===== config.mk =====
export PLATFORM = sky130hd
export DESIGN_NAME = sram_io_reader
export DESIGN_NICKNAME = d
export VERILOG_FILES = /design/src/rtl/sram_io_reader_pkg.sv /design/src/rtl/sram_io_shreg.sv /design/src/rtl/sram_io_reader.sv
export SDC_FILE = /design/constraint.sdc
export NUM_CORES = 1
export LEC_CHECK = 0
export ABC_AREA = 1
export CORE_MARGIN = 1.5
export CORE_UTILIZATION = 58
export DETAILED_ROUTE_END_ITERATION = 8
export PLACE_DENSITY = 0.85
export SLEW_MARGIN = 0
export SYNTH_ARGS = -nofsm -noshare
export SYNTH_HDL_FRONTEND = slang
export SYNTH_SLANG_ARGS = --single-unit
export TNS_END_PERCENT = 30

===== constraint.sdc =====
create_clock -name CLK -period 1.9 [get_ports CLK]
set_input_delay 0.475 -clock CLK [delete_from_list [all_inputs] [get_ports CLK]]
set_output_delay 0.475 -clock CLK [all_outputs]
set_load 0.03 [all_outputs]

===== src/rtl/sram_io_reader_pkg.sv =====
// Shared definitions for the SRAM serial read-back path: state encoding, default widths
// and the counter-width helper.
package sram_io_reader_pkg;

  localparam int unsigned DefDataWidth = 8;
  localparam int unsigned DefAddrWidth = 9;

  typedef enum logic [2:0] {
    RdIdle = 3'd0,
    RdAddr = 3'd1,
    RdRead = 3'd2,
    RdCapt = 3'd3,
    RdShft = 3'd4,
    RdDone = 3'd5
  } rd_state_e;

  // The counter must hold both AW-1 and DW-1; never narrower than one bit.
  function automatic int unsigned cnt_width(int unsigned aw, int unsigned dw);
    int unsigned m;
    m = (aw > dw) ? aw : dw;
    return (m < 2) ? 1 : $clog2(m);
  endfunction

endpackage


===== src/rtl/sram_io_shreg.sv =====
// Right-shift register with async clear, serial-in at the MSB, parallel load and
// serial-out from the LSB. Parallel load takes priority over shifting.
module sram_io_shreg #(
  parameter int unsigned Width = 8
) (
  input  logic             clk,
  input  logic             rst_n,
  input  logic             load,
  input  logic [Width-1:0] load_data,
  input  logic             shift,
  input  logic             si,
  output logic             so,
  output logic [Width-1:0] q
);

  logic [Width-1:0] reg_q, reg_d;

  always_comb begin
    reg_d = reg_q;
    if (load) begin
      reg_d = load_data;
    end else if (shift) begin
      if (Width > 1) begin
        reg_d = {si, reg_q[Width-1:1]};
      end else begin
        reg_d = si;
      end
    end
  end

  always_ff @(posedge clk or negedge rst_n) begin
    if (!rst_n) begin
      reg_q <= '0;
    end else begin
      reg_q <= reg_d;
    end
  end

  assign so = reg_q[0];
  assign q  = reg_q;

endmodule


===== src/rtl/sram_io_reader.sv =====
// Serial SRAM read-back: shifts an address in on SI, reads the SRAM, and shifts the word
// out LSB-first on SO. Holding LOAD_N low at the end of a word bursts to the next address.
module sram_io_reader
  import sram_io_reader_pkg::*;
#(
  parameter int unsigned MEMORY_DATA_WIDTH = DefDataWidth,
  parameter int unsigned MEMORY_ADDR_WIDTH = DefAddrWidth
) (
  input  logic                         CLK,
  input  logic                         BGN,
  input  logic                         SI,
  input  logic                         LOAD_N,
  input  logic [MEMORY_DATA_WIDTH-1:0] PI,
  output logic                         CEN,
  output logic [MEMORY_ADDR_WIDTH-1:0] A,
  output logic                         SO,
  output logic                         DVLD,
  output logic                         RDY
);

  localparam int unsigned DW   = MEMORY_DATA_WIDTH;
  localparam int unsigned AW   = MEMORY_ADDR_WIDTH;
  localparam int unsigned CntW = cnt_width(AW, DW);

  rd_state_e       state_q, state_d;
  logic [CntW-1:0] cnt_q, cnt_d;

  logic            addr_shift, addr_load;
  logic [AW-1:0]   addr_q, addr_next;
  logic            dat_shift, dat_load;
  logic            dat_so;
  logic [DW-1:0]   dat_unused_q;
  logic            addr_unused_so;

  // State register
  always_ff @(posedge CLK or negedge BGN) begin
    if (!BGN) begin
      state_q <= RdIdle;
      cnt_q   <= '0;
    end else begin
      state_q <= state_d;
      cnt_q   <= cnt_d;
    end
  end

  // Next-state and counter
  always_comb begin
    state_d = state_q;
    cnt_d   = cnt_q;
    unique case (state_q)
      RdIdle: begin
        if (!LOAD_N) begin
          state_d = RdAddr;
          cnt_d   = CntW'(AW - 1);
        end
      end
      RdAddr: begin
        if (cnt_q == '0) begin
          state_d = RdRead;
        end else begin
          cnt_d = cnt_q - 1'b1;
        end
      end
      RdRead: state_d = RdCapt;
      RdCapt: begin
        state_d = RdShft;
        cnt_d   = CntW'(DW - 1);
      end
      RdShft: begin
        if (cnt_q == '0) begin
          state_d = LOAD_N ? RdDone : RdRead;
        end else begin
          cnt_d = cnt_q - 1'b1;
        end
      end
      RdDone:  state_d = RdDone;
      default: state_d = RdIdle;
    endcase
  end

  // Datapath control; the address increment wraps naturally at 2^AW.
  always_comb begin
    addr_shift = (state_q == RdAddr);
    addr_load  = (state_q == RdShft) && (cnt_q == '0) && !LOAD_N;
    addr_next  = addr_q + AW'(1);
    dat_load   = (state_q == RdCapt);
    dat_shift  = (state_q == RdShft);
  end

  sram_io_shreg #(
    .Width(AW)
  ) u_addr_reg (
    .clk      (CLK),
    .rst_n    (BGN),
    .load     (addr_load),
    .load_data(addr_next),
    .shift    (addr_shift),
    .si       (SI),
    .so       (addr_unused_so),
    .q        (addr_q)
  );

  sram_io_shreg #(
    .Width(DW)
  ) u_dat_reg (
    .clk      (CLK),
    .rst_n    (BGN),
    .load     (dat_load),
    .load_data(PI),
    .shift    (dat_shift),
    .si       (1'b0),
    .so       (dat_so),
    .q        (dat_unused_q)
  );

  // Outputs decode registered state only
  always_comb begin
    CEN  = 1'b0;
    A    = '0;
    SO   = 1'b0;
    DVLD = 1'b0;
    RDY  = 1'b0;
    unique case (state_q)
      RdRead, RdCapt: begin
        CEN = 1'b1;
        A   = addr_q;
      end
      RdShft: begin
        SO   = dat_so;
        DVLD = 1'b1;
      end
      RdDone:  RDY = 1'b1;
      default: ;
    endcase
  end

endmodule

==> results.md <==
Run:
- Across the run, the number of max-cap violations was 0.

Timing:
- The number of setup violations in the final report is 1.
- The number of hold violations in the final report came to 0.
- Headroom to the max-slew limit came out at 78.54%.
- The number of pins exceeding their max-slew limit in the final report came to 0.
- The transition at the pin with the smallest max-transition slack is 321.8 ps.
- On the final layout, the worst clock skew is 9.268 ps.
- Timing would allow up to 526.1 MHz.
- Setup slack on the critical path of the routed design comes to -0.7000 ps.
- The period utilization is 100.0%.
- Setup repair after global routing could not meet its margin everywhere.
- The final period demand of the worst path is 1901 ps.

Detailed routing:
- Wires add up to 3.821 mm.
- In the final routed layout, each cell accounts on average for 12.69 µm.
- The length of the first detailed-routing pass in iterations is 4.
- The routed layout has 1619 vias.
- The number of design-rule violations left by the first detailed-router iteration is 95.
- Once detail routing completed, the nets flagged for antenna violations numbered 0.
- The DRC violation count after routing is 0.
- The post-detailed-route via-to-cell ratio is 5.379.

Logic synthesis:
- The share of cell area taken by muxes after synthesis is 0%.
- The area share of the leading cell type in the synthesized netlist is 36.95%.
- The post-synthesis adder-cell area fraction is 2.309%.
- Of the total synthesized cell area, the portion taken by XOR and XNOR cells is 0.5389%.
- The net count after synthesis is 246.
- The main combinational cell family by area after synthesis is simple AND/OR/NAND/NOR gates.
- Yosys mapped the design onto 28 distinct sky130hd cell types.
- The largest total area in the synthesized netlist belongs to sky130_fd_sc_hd__dfrtp_1.
- The synthesized cell area is 1625 µm².
- Counting flops with an async set or reset pin after synthesis yields a share of 100.0%.
- After synthesis, flip-flops and latches occupy 36.95% of the total area.
- The synthesized-area fraction occupied by ao, oa, aoi and oai cells is 11.24%.
- Synthesis handed over a netlist of 231 instances.
- Counting flops with a built-in enable in the synthesized netlist gives 0.
- Summing the areas of all and, or, nand and nor instances in the mapped netlist gives 38.26% of the synthesized area.
- For this run, the number of Yosys warnings is 0.
- By area the synthesized netlist is led by sky130_fd_sc_hd__dfrtp_1, sky130_fd_sc_hd__nand2_1, sky130_fd_sc_hd__o21ai_0.
- Counting instances in the post-synthesis netlist gives the leading cell types as sky130_fd_sc_hd__nand2_1, sky130_fd_sc_hd__inv_1, sky130_fd_sc_hd__dfrtp_1, sky130_fd_sc_hd__o21ai_0, sky130_fd_sc_hd__nor2_1.
- The average instance in the mapped netlist occupies 7.036 µm².
- The leading register cell type out of synthesis is sky130_fd_sc_hd__dfrtp_1.
- By instance count, the leading cell after synthesis is sky130_fd_sc_hd__nand2_1.
- The post-synthesis register bit count is 24.

Setup path:
- The slack of the worst reg-to-reg path is 380 ps.
- The type of the worst setup path is reg -> out.
- STA classifies the critical path startpoint as a register.
- STA classifies the critical path endpoint as an output port.
- The worst endpoint required time is 1420 ps.
- The data arrival time of the critical path is 1430 ps.
- The largest driver fanout on the critical path is 5.

Worst hold path:
- The worst hold path class is in -> async.

Clock network:
- The CTS buffer count is 3.
- The clock input transition at the sequential cells of the worst setup and hold paths is 140 ps.
- The CTS tree is yes.
- The latest clock arrival within the worst-skew pair is 320 ps.
- The tree built by TritonCTS fans out to 24 sinks.
- CTS built an H-tree with a depth of 1.
- The number of hold buffers added after cts is 0.
- The clock passes through at most 2 buffers.
- CTS placed an instance of sky130_fd_sc_hd__clkbuf_4 at the clock tree root.

GRT:
- The all-layer global routing usage is 26.66%.
- The leftover overflow at the end of global routing is 0.
- The first global-routing pass estimated 6.637 mm of wire.
- The via count of the first global-routing pass was 1557.
- Entering global routing, the biggest net connects 25 pins.
- The initial antenna violation count is 0.

Placed design:
- The post-DP HPWL is 2.670 mm.
- The setup slack after placement is 141.4 ps.
- Input and output buffers added on the ports amount to 24.
- The total placed instance area is 1958 µm².
- At the end of routability-driven placement, the weighted congestion stood at 0.8484.

Pwr:
- The switching power as a share of total power is 22.48%.
- In this run, the clock network consumes 29.8% of the power.
- Summed over all cells, the static leakage comes to 1.108 nW.
- Summed over all nets, the switching power comes to 176.4 µW.
- The share of total power dissipated in sequential elements is 65.3%.
- The power density relative to cell area is 366.1 nW/µm².
- The maximum ir drop on the vdd rail is 371.6 µV.
- Combinational cells account for 4.9% of the total power.
- The internal cell power is 608.3 µW.

Layout:
- The net count of the finished layout is 287.
- The area overhead of the layout relative to synthesis is 31.87%.
- The cell area after layout is 2143 µm².
- The number of diodes added for antenna fixing is 0.
- The post-route netlist has 24.07% of its cells at a drive strength greater than 1.

Floorplanning:
- The width of the chip is 55.94 µm.
- In this run the core area contains 19 standard-cell rows.
- For this configuration, the core starts out at a cell density of 59.97%.
- The total die area is 3129 µm².
- The region available for standard cell placement spans 2710 µm².
- The floorplan die height is 55.94 µm.
- In this run the count of I/O pins placed on the die edge is 25.

Run status:
- The flow ran to the end, but the final reports show violations.
- The checks that failed: setup timing.
## cell usage in the layout, fill, tap and decap left out, drive strengths merged
cell / instances
dfrtp: 24
clkinv: 1
clkbuf: 4
o21ai: 27
ha: 3
nand2: 78
o22ai: 5
inv: 32
buf: 29
a21oi: 1
nand4: 1
nand3: 25
clkdlybuf4s50: 11
xor2: 1
nor2: 25
o211ai: 1
or2: 1
and3: 1
## stage by stage
step	utilization (%)	setup TNS, ps	hold slack, ps	total power, mW	instances
after floorplan	-	0	179.4	0.5264	231
after global placement	72.25	0	463.6	0.5619	288
after detailed placement	72.25	0	466.9	0.5618	288
after CTS	76.08	-108.5	498.6	0.7826	296
after global routing	79.09	-535.0	517.4	0.8083	301
final	79.09	-0.7000	492.2	0.7847	301
## worst paths after layout
kind                                   startpoint                           to  cells past startpoint
setup / recovery           state_q[0]$_DFFE_PN0P_                         A[4]                      6
hold / removal                                BGN   u_dat_reg.q[5]$_DFFE_PN0P_                      2
setup reg to reg           state_q[0]$_DFFE_PN0P_  u_addr_reg.q[1]$_DFFE_PN0P_                      8
hold reg to reg              cnt_q[0]$_DFFE_PN0P_         cnt_q[0]$_DFFE_PN0P_                      2
max in group asynchronous                     BGN       state_q[1]$_DFFE_PN0P_                      2
min in group CLK             cnt_q[0]$_DFFE_PN0P_         cnt_q[0]$_DFFE_PN0P_                      2
## cell type report
cell class | count | area (µm²)
Inverter | 32 | 135.1
Fill cell | 189 | 566.8
Tap cell | 31 | 38.79
Sequential cell | 24 | 600.6
Timing Repair Buffer | 41 | 377.9
Clock buffer | 3 | 22.52
Timing Repair inverter | 1 | 11.26
Multi-Input combinational cell | 169 | 957.2
## critical path: stages, from the launching register on
cell and delay, ps:
sky130_fd_sc_hd__dfrtp_1 420, sky130_fd_sc_hd__buf_6 140, sky130_fd_sc_hd__nand3_4 100, sky130_fd_sc_hd__nand2_8 130, sky130_fd_sc_hd__clkinv_8 90, sky130_fd_sc_hd__nor2_4 90, sky130_fd_sc_hd__buf_6 130
## registers in the layout, indices dropped and copies added (netlist names)
| name | flops |
|---|---|
| cnt_q | 4 |
| u_addr_reg.q | 9 |
| u_dat_reg.q | 8 |
| state_q | 3 |
## power groups by stage
stage          registers (mW)  logic, mW  clock network, mW
5_1_grt                 0.513     0.0428              0.253
2_1_floorplan           0.522    0.00404                  0
4_1_cts                 0.513     0.0395              0.231
3_3_place_gp            0.522     0.0396                  0
6_report                0.513     0.0385              0.233
3_5_place_dp            0.522     0.0395                  0
## layer usage
layer	part of all wire (%)	track usage, %
met5	0	0
met4	1.8	12.24
met3	3.5	3.023
met2	51	46.09
met1	44	33.43
## repair_timing
| item | in CTS | in global routing |
|---|---|---|
| buffers inserted | 4 | 5 |
| cloned | 1 | 0 |
| gates resized for setup | 11 | 14 |
| pin swaps | 2 | 3 |
| endpoints found under the setup margin | 12 | 13 |
## cell families (layout without fill, tap and decap cells)
| group | Yosys count | in the layout |
|---|---|---|
| xor+xnor | 1 | 1 |
| buf+inv | 38 | 77 |
| fa+ha+maj | 3 | 3 |
| simple gates | 131 | 131 |
| flops | 24 | 24 |
| compound gates | 34 | 34 |
Power figures use the tool's default switching activity.
